[config.mk]
export PLATFORM = sky130hd
export DESIGN_NAME = hyper_frdram_sched
export DESIGN_NICKNAME = d
export VERILOG_FILES = /design/src/rtl/hyper_frdram_sched.sv
export SDC_FILE = /design/constraint.sdc
export NUM_CORES = 1
export LEC_CHECK = 0
export ABC_AREA = 0
export CORE_MARGIN = 2
export CORE_UTILIZATION = 35
export CTS_BUF_LIST = sky130_fd_sc_hd__clkbuf_8
export CTS_CLUSTER_SIZE = 10
export DETAILED_ROUTE_END_ITERATION = 8
export PLACE_DENSITY = 0.66
export SETUP_SLACK_MARGIN = 0.02
export SYNTH_ARGS = -nofsm -noshare
export SYNTH_HDL_FRONTEND = slang
export SYNTH_SLANG_ARGS = --single-unit
export TNS_END_PERCENT = 20
[constraint.sdc]
create_clock -name CLK -period 7.5 [get_ports CLK]
set_input_delay 0.75 -clock CLK [delete_from_list [all_inputs] [get_ports CLK]]
set_output_delay 0.75 -clock CLK [all_outputs]
set_load 0.01 [all_outputs]
[src/rtl/hyper_frdram_sched.sv]
`default_nettype none
// ============================================================================
// Module      : hyper_frdram_sched
// Description : Splits one long DRAM read job into mover-sized chunks, issues
//               them to hyper_mvblck_frdram, re-issues from the exact stop
//               word after an LSAB-full abrupt stop, and reports completion
//               with the delivered word count.
// Revision    : 1.0 - initial release
// ============================================================================
module hyper_frdram_sched #(
   parameter int MAX_CHUNK = 32,
   parameter int RETRY_GAP = 4
) (
   input  logic        CLK,
   input  logic        RST,
   input  logic        REQ_VALID,
   output logic        REQ_READY,
   input  logic [11:0] REQ_ADDRESS,
   input  logic [11:0] REQ_LEN,
   input  logic [1:0]  REQ_SECTION,
   input  logic [1:0]  REQ_DRAM_SEL,
   input  logic        ABORT,
   output logic        DONE,
   output logic [11:0] DONE_COUNT,
   output logic        DONE_ABORTED,
   input  logic        LSAB_0_FULL,
   input  logic        LSAB_1_FULL,
   input  logic        LSAB_2_FULL,
   input  logic        LSAB_3_FULL,
   output logic        MV_ISSUE,
   output logic [11:0] MV_START_ADDRESS,
   output logic [5:0]  MV_COUNT_REQ,
   output logic [1:0]  MV_SECTION,
   output logic [1:0]  MV_DRAM_SEL,
   input  logic        MV_WORKING,
   input  logic        MV_ABRUPT_STOP,
   input  logic [5:0]  MV_COUNT_SENT
);

   localparam logic [11:0] c_MAX_CHUNK12 = 12'(MAX_CHUNK);
   localparam logic [5:0]  c_MAX_CHUNK6  = 6'(MAX_CHUNK);
   localparam int          c_GAP_W       = $clog2(RETRY_GAP + 2);
   // Gap counter value seen in the last required not-full cycle
   localparam logic [c_GAP_W-1:0] c_GAP_LAST =
      c_GAP_W'((RETRY_GAP > 0) ? (RETRY_GAP - 1) : 0);

   typedef enum logic [2:0] {
      S_IDLE   = 3'd0,
      S_CHECK  = 3'd1,
      S_ROOM   = 3'd2,
      S_ISSUE  = 3'd3,
      S_WSTART = 3'd4,
      S_WEND   = 3'd5,
      S_ACCT   = 3'd6
   } state_t;

   state_t r_state;
   state_t w_next;

   logic [11:0]        r_addr;
   logic [11:0]        r_rem;
   logic [11:0]        r_sent;
   logic [1:0]         r_section;
   logic [1:0]         r_dram_sel;
   logic               r_abort;
   logic               r_retry;
   logic               r_issued;
   logic               r_stop;
   logic [5:0]         r_cnt_sent;
   logic [5:0]         r_chunk;
   logic [c_GAP_W-1:0] r_gap;
   logic               r_done;
   logic [11:0]        r_done_count;
   logic               r_done_aborted;
   logic [11:0]        r_mv_addr;
   logic [5:0]         r_mv_count;
   logic [1:0]         r_mv_section;
   logic [1:0]         r_mv_dram_sel;

   logic               w_ready;
   logic               w_issue;
   logic               w_accept;
   logic               w_full;
   logic               w_abort;
   logic               w_gap_ok;
   logic [5:0]         w_chunk_calc;
   logic [11:0]        w_sent_ext;
   logic [11:0]        w_chunk_ext;
   logic [11:0]        w_progress;
   logic [11:0]        w_rem_next;
   logic [11:0]        w_sent_next;
   logic               w_finish;

   // Full flag of the section this job targets
   always_comb begin
      case (r_section)
         2'd0:    w_full = LSAB_0_FULL;
         2'd1:    w_full = LSAB_1_FULL;
         2'd2:    w_full = LSAB_2_FULL;
         default: w_full = LSAB_3_FULL;
      endcase
   end

   // Chunk sizing, word accounting and completion decision
   always_comb begin
      w_abort      = r_abort | ABORT;
      w_gap_ok     = (RETRY_GAP <= 1) || (r_gap >= c_GAP_LAST);
      w_chunk_calc = (r_rem < c_MAX_CHUNK12) ? r_rem[5:0] : c_MAX_CHUNK6;
      w_sent_ext   = {6'd0, r_cnt_sent};
      w_chunk_ext  = {6'd0, r_chunk};
      // A chunk that was never issued (abort before ISSUE, empty job) moves nothing
      if (!r_issued)
         w_progress = 12'd0;
      else if (r_stop && (w_sent_ext < w_chunk_ext))
         w_progress = w_sent_ext;
      else
         w_progress = w_chunk_ext;
      w_rem_next  = r_rem - w_progress;
      w_sent_next = r_sent + w_progress;
      w_finish    = (w_rem_next == 12'd0) || w_abort;
   end

   // Next-state decode and the single-cycle handshake outputs
   always_comb begin
      w_next  = r_state;
      w_ready = 1'b0;
      w_issue = 1'b0;
      case (r_state)
         S_IDLE: begin
            // Held low while DONE is showing, and while reset is asserted
            w_ready = RST && !r_done;
            if (REQ_VALID && w_ready)
               w_next = (REQ_LEN == 12'd0) ? S_ACCT : S_CHECK;
         end
         S_CHECK: begin
            w_next = w_abort ? S_ACCT : S_ROOM;
         end
         S_ROOM: begin
            if (w_abort)
               w_next = S_ACCT;
            else if (!w_full && (!r_retry || w_gap_ok))
               w_next = S_ISSUE;
         end
         S_ISSUE: begin
            w_issue = 1'b1;
            w_next  = S_WSTART;
         end
         S_WSTART: begin
            if (MV_WORKING)
               w_next = S_WEND;
         end
         S_WEND: begin
            if (!MV_WORKING)
               w_next = S_ACCT;
         end
         S_ACCT: begin
            w_next = w_finish ? S_IDLE : S_CHECK;
         end
         default: w_next = S_IDLE;
      endcase
   end

   assign w_accept = (r_state == S_IDLE) && REQ_VALID && w_ready;

   // State register
   always_ff @(posedge CLK) begin
      if (!RST)
         r_state <= S_IDLE;
      else
         r_state <= w_next;
   end

   // Job context, chunk bookkeeping and registered outputs
   always_ff @(posedge CLK) begin
      if (!RST) begin
         r_addr         <= 12'd0;
         r_rem          <= 12'd0;
         r_sent         <= 12'd0;
         r_section      <= 2'd0;
         r_dram_sel     <= 2'd0;
         r_abort        <= 1'b0;
         r_retry        <= 1'b0;
         r_issued       <= 1'b0;
         r_stop         <= 1'b0;
         r_cnt_sent     <= 6'd0;
         r_chunk        <= 6'd0;
         r_gap          <= '0;
         r_done         <= 1'b0;
         r_done_count   <= 12'd0;
         r_done_aborted <= 1'b0;
         r_mv_addr      <= 12'd0;
         r_mv_count     <= 6'd0;
         r_mv_section   <= 2'd0;
         r_mv_dram_sel  <= 2'd0;
      end else begin
         r_done <= 1'b0;
         // Sticky abort; cleared when a job is accepted or completes
         if ((r_state != S_IDLE) && ABORT)
            r_abort <= 1'b1;
         case (r_state)
            S_IDLE: begin
               if (w_accept) begin
                  r_addr     <= REQ_ADDRESS;
                  r_rem      <= REQ_LEN;
                  r_sent     <= 12'd0;
                  r_section  <= REQ_SECTION;
                  r_dram_sel <= REQ_DRAM_SEL;
                  r_abort    <= 1'b0;
                  r_retry    <= 1'b0;
                  r_issued   <= 1'b0;
               end
            end
            S_CHECK: begin
               r_chunk <= w_chunk_calc;
               r_gap   <= '0;
            end
            S_ROOM: begin
               // Any full cycle restarts the retry gap
               if (w_full)
                  r_gap <= '0;
               else if (!w_gap_ok)
                  r_gap <= r_gap + c_GAP_W'(1);
               if (w_next == S_ISSUE) begin
                  r_mv_addr     <= r_addr;
                  r_mv_count    <= r_chunk - 6'd1;
                  r_mv_section  <= r_section;
                  r_mv_dram_sel <= r_dram_sel;
               end
            end
            S_ISSUE: begin
               r_issued <= 1'b1;
            end
            S_WEND: begin
               if (!MV_WORKING) begin
                  r_stop     <= MV_ABRUPT_STOP;
                  r_cnt_sent <= MV_COUNT_SENT;
               end
            end
            S_ACCT: begin
               r_addr   <= r_addr + w_progress;
               r_rem    <= w_rem_next;
               r_sent   <= w_sent_next;
               r_issued <= 1'b0;
               if (w_finish) begin
                  r_done         <= 1'b1;
                  r_done_count   <= w_sent_next;
                  r_done_aborted <= w_abort && (w_rem_next != 12'd0);
                  r_abort        <= 1'b0;
               end else begin
                  r_retry <= r_issued && r_stop;
               end
            end
            default: ;
         endcase
      end
   end

   assign REQ_READY        = w_ready;
   assign MV_ISSUE         = w_issue;
   assign DONE             = r_done;
   assign DONE_COUNT       = r_done_count;
   assign DONE_ABORTED     = r_done_aborted;
   assign MV_START_ADDRESS = r_mv_addr;
   assign MV_COUNT_REQ     = r_mv_count;
   assign MV_SECTION       = r_mv_section;
   assign MV_DRAM_SEL      = r_mv_dram_sel;

endmodule
`default_nettype wire

* Word level (Yosys, flattened, before mapping) *
Index checks and enable logic that the tools add are counted.

operators by class
  add/subtract/negate cells = 5
  magnitude comparators = 3
  eq/ne operators = 12
  mux-type cells = 33
  bitwise operators = 2
  reduce and logical (&&, ||, !) cells = 32

operators with widths
  operator             number
  $pmux 12 s2          3
  $mux 12              3
  $mux 3               9
  $add 12x12->12       2
  $logic_not 12->1     2
  $pmux 3 s7           1
  $mux 6               3
  $reduce_and 2->1     8
  $lt 12x6->1 const B  1
  $reduce_bool 12->1   1
  $sub 12x12->12       1
  $eq 3x2->1 const B   3
  $eq 3x3->1 const B   3
  $logic_and 1x1->1    9
  $mux 1               9
  $lt 6x6->1           1
  $pmux 1 s3           2
  $pmux 3 s2           1
  $reduce_bool 3->1    2
  $sub 6x1->6 const B  1
  $ne 2x2->1 const B   2
  $pmux 1 s2           2
  $reduce_bool 2->1    2
  $add 3x1->3 const B  1
  other kinds (12)     15

word-level totals
  flip-flop bits (word level) = 98
  input bits = 44
  output and inout bits = 38
  logic and storage cells = 107

* Longest topological paths before layout *
  depth in word-level cells = 11
  depth in mapped cells = 19

* Worst setup path before layout *
No wires, ideal clock.

  kind = register to register
  start = reg r_chunk[1]
  end = reg r_done_count[6] (netlist: DONE_COUNT[6])
  setup time = 0.095 ns
  data arrival time = 4.327 ns
  required time = 7.405 ns
  slack = 3.078 ns
  stages on the path, launching flop included = 19
  path buffers = 0
  period minus slack after synthesis = 4.422 ns
  cell sequence = dfxtp_1 inv_1 ha_1 a21o_1 a21o_1 a211oi_1 o21ai_1 mux2i_1 nor2b_1 ha_1 inv_1 fa_1 a21oi_1 o22ai_1 or4_1 o31a_1 or4b_4 or4_1 o311ai_1

between the ends
  longest elaborated chain between the ends = 8

ends and longest elaborated chain
  item                        line  source
  start: declaration          70    logic [5:0] r_chunk;
  start signal: assignment    214   r_chunk <= w_chunk_calc;
  $lt 6x6->1                  114   else if (r_stop && (w_sent_ext < w_chunk_ext))
  $logic_and 1x1->1           114
  $mux 6 *                    114
  $mux 6 *                    112   if (!r_issued)
  $sub 12x12->12              118   w_rem_next = r_rem - w_progress;
  $logic_not 12->1            120   w_finish = (w_rem_next == 12'd0) || w_abort;
  $logic_or 1x1->1            120
  $reduce_and 2->1 (no line)  n/a
  end signal: assignment      246   r_done_count <= w_sent_next;
  end: declaration            73    logic [11:0] r_done_count;

Every way passes the cells marked *; elsewhere a longest branch is shown, timed or not.
A chain may end at the register's enable or synchronous reset.

* Worst setup path in the final report *
  start = reg r_chunk[1]
  end = reg r_done_count[1] (netlist: DONE_COUNT[1])

Same word-level chain as after synthesis.

==> summary.md <==
| Metric | Value |
|---|---|
| Synth cell types | `61` |
| Pre-antenna DRT Iters | `5` |
| Ports | `82` |
| Top FF cell, synth | `dfxtp_1` |
| Worst Tran Pin Value | `1.14 ns` |
| 1st-iter DRT viols | `435` |
| ANT cells | `0` |
| Main combinational cell family by area after synthesis | `simple AND/OR/NAND/NOR gates` |
| DRT Wirelength | `15.1 mm` |
| Post-CTS sizing | `0` |
| Top cells by area, synth | `dfxtp_1 36%, ha_1 5.9%, a21oi_1 5.7%, nand2_1 5.5%, nor2_1 4.7%` |
| Clock-pin transition on the worst setup and hold timing paths | `0.09 ns` |
| Seq/Total Area, Yosys | `0.358` |
| IO buf count | `81` |
| Clk root buf | `clkbuf_8` |
| DP HPWL | `10.6 mm` |
| DRC Markers | `0` |
| Unrepaired setup endpoints after global routing | `no` |
| Syn_nets | `759` |
| Area leader, netlist | `dfxtp_1` |
| Vias in the first global route | `4630` |
| Critical path type | `register to register` |
| YS warnings | `0` |
| Die height | `129 µm` |
| Leakage power | `2.41 nW` |
| Postcts setup bufs | `0` |
| Post-synthesis mux area share | `0.0333` |
| Worst skew pair latency | `0.38 ns` |
| Max Clk Rate | `0.197 GHz` |
| Via density | `5.37` |
| Hold-fix buffers, CTS | `0` |
| Most frequent cells in the layout | `98 x dfxtp_1, 81 x clkdlybuf4s50_1, 80 x nand2_1` |
| Clock Tree Buf Depth | `2` |
| # nets final | `817` |
| DRT antenna net count | `0` |
| Placer Congestion | `0.842` |
| Flops & latches, synth | `98` |
| XOR/XNOR Fraction of Synth Area | `0.0256` |
| Synth Area in Simple Gates | `0.237` |
| Core Box Area | `15300 µm²` |
| Final worst-path cycle share | `0.678` |
| Compound-gate portion of the synthesized area | `0.226` |
| Worst hold path type | `register to register` |
| PD cells | `171 nW/µm²` |
| Routed len/inst | `15.7 µm` |
| CP startpoint kind | `register` |
| CTS tree | `built` |
| H-tree levels | `3` |
| Post-synth EDFFs | `0` |
| Die extent in x | `129 µm` |
| Hold Vio Cnt, Final | `0` |
| Final setup violating endpoints | `0` |
| Slew Limit Fails | `0` |
| Worst slew margin | `0.236` |
| CTS Buf Count | `9` |
| Commonest non-fill, non-tap cell in the layout | `dfxtp_1` |
| Post-layout min period | `5.08 ns` |
| Area of the mapped netlist | `5480 µm²` |
| Num rows | `45` |
| CP Max Fanout | `8` |
| Status | `completed` |
| Initial antenna violation count | `0` |
| Layout area overhead | `21.1%` |
| Pin count of the biggest net entering global routing | `70` |
| Sinks on Clock Net | `98` |
| WP data arrival | `5.38 ns` |
| Post-Syn Instances | `686` |
| Via count | `5149` |
| Fill count | `1573` |
| Maximum VDD drop | `0.0831 mV` |
| Critical Path Sink Type | `register` |
| CP required | `7.79 ns` |
| Total track usage | `0.185` |
| Die area | `16700 µm²` |
| Initial Util | `0.359` |
| First-pass GRT wire length | `24.5 mm` |
| Layout cells sized above 1 | `0.0455` |
| Grt ovf | `0` |
| Fraction of registers with async set/reset | `0` |
| Synth top area share | `0.358` |
| Setup TNS Final | `0 ns` |
| Mean Syn Cell Area | `7.99 µm²` |
| Clock Skew | `0.0126 ns` |
| Post-layout util | `0.435` |
| Adder-cell share of the synthesized area | `0.0703` |
| Max-Cap Viols | `0` |
==> per-stage QoR <==
step,hold WS [ns],instances,worst slack [ns],cell area (µm²),power (mW)
after floorplan,0.432,686,3.08,5480,0.722
after global placement,0.440,944,2.63,6450,0.799
after detailed placement,0.444,944,2.44,6450,0.802
after CTS,0.458,959,2.43,6640,1.15
after global routing,0.473,959,1.99,6640,1.20
final,0.459,959,2.42,6640,1.14
==> worst paths after layout <==
| path | start | slack (ns) | endpoint | cells past startpoint |
|---|---|---|---|---|
| setup / recovery | r_chunk[1] | 2.42 | DONE_COUNT[1] | 18 |
| hold / removal | MV_START_ADDRESS[10] | 0.46 | MV_START_ADDRESS[10] | 2 |
| setup reg to reg | r_chunk[1] | 2.42 | DONE_COUNT[1] | 18 |
| hold reg to reg | MV_START_ADDRESS[10] | 0.46 | MV_START_ADDRESS[10] | 2 |
==> critical path, cell delays in order, from the launching register on <==
cell	delay (ns)
dfxtp_1	0.38
inv_1	0.08
ha_1	0.27
a21o_1	0.15
a21o_1	0.17
a211oi_1	0.21
o21ai_1	0.26
mux2i_1	0.19
nor2b_1	0.30
ha_1	0.24
inv_1	0.06
fa_1	0.39
a21oi_1	0.19
o22ai_1	0.14
or4_1	0.41
o31a_1	0.14
nor4b_2	0.76
o21ai_1	0.35
a211oi_1	0.31
==> sequential cells by signal, summed over array words and instances, names as in the netlist, 2 cells and up <==
register / cells
r_section: 2
MV_SECTION: 2
r_sent: 12
r_dram_sel: 2
MV_START_ADDRESS: 12
DONE_COUNT: 12
r_addr: 12
r_state: 3
r_rem: 12
r_chunk: 6
MV_DRAM_SEL: 2
r_gap: 3
r_cnt_sent: 6
MV_COUNT_REQ: 6
==> kinds of logic after synthesis <==
group	after synthesis
AO/OA/AOI/OAI	186
XOR/XNOR	16
adder cells (fa/ha/maj)	29
buffers and inverters	73
flip-flops	98
multiplexers	17
AND/OR/NAND/NOR	267
==> report_power, final <==
group / internal, mW / total, mW / switching (mW)
logic: 0.0948 / 0.228 / 0.133
clock network: 0.158 / 0.344 / 0.185
registers: 0.540 / 0.565 / 0.0252
==> layout make-up <==
type / instances / area (µm²) / area share
Clock buffer: 10 / 138 / 0.0207
Clock inverter: 5 / 47.5 / 0.00716
Inverter: 33 / 124 / 0.0187
Multi-Input combinational cell: 515 / 3250 / 0.489
Sequential cell: 98 / 1960 / 0.296
Tap cell: 211 / 264 / 0.0398
Timing Repair Buffer: 87 / 856 / 0.129
==> synthesized netlist by cell type, drive strengths merged (4+ instances only) <==
| master | instances |
|---|---|
| xnor2 | 12 |
| buf | 4 |
| o311ai | 6 |
| dfxtp | 98 |
| nor2 | 69 |
| nand3b | 4 |
| a32oi | 4 |
| a21oi | 62 |
| nand2 | 80 |
| nand2b | 9 |
| a221oi | 6 |
| a311oi | 5 |
| nor3 | 20 |
| or2 | 4 |
| nand4 | 11 |
| a2111oi | 4 |
| inv | 33 |
| ha | 26 |
| a22oi | 14 |
| and3 | 7 |
| clkbuf | 36 |
| o211ai | 4 |
| nor2b | 12 |
| nand3 | 24 |
| o21ai | 21 |
| a211oi | 23 |
| a21o | 11 |
| xor2 | 4 |
| mux2i | 16 |
| nor4 | 12 |
==> per-layer routing <==
layer | global-route usage | wire, µm | vias to the layer above
li1 | - | - | 2613
met1 | 0.267 | 7400 | 2383
met2 | 0.283 | 6640 | 137
met3 | 0.0268 | 794 | 16
met4 | 0.0620 | 225 | 0
met5 | 0 | 0 | -
(Power assumes the default switching activity.)
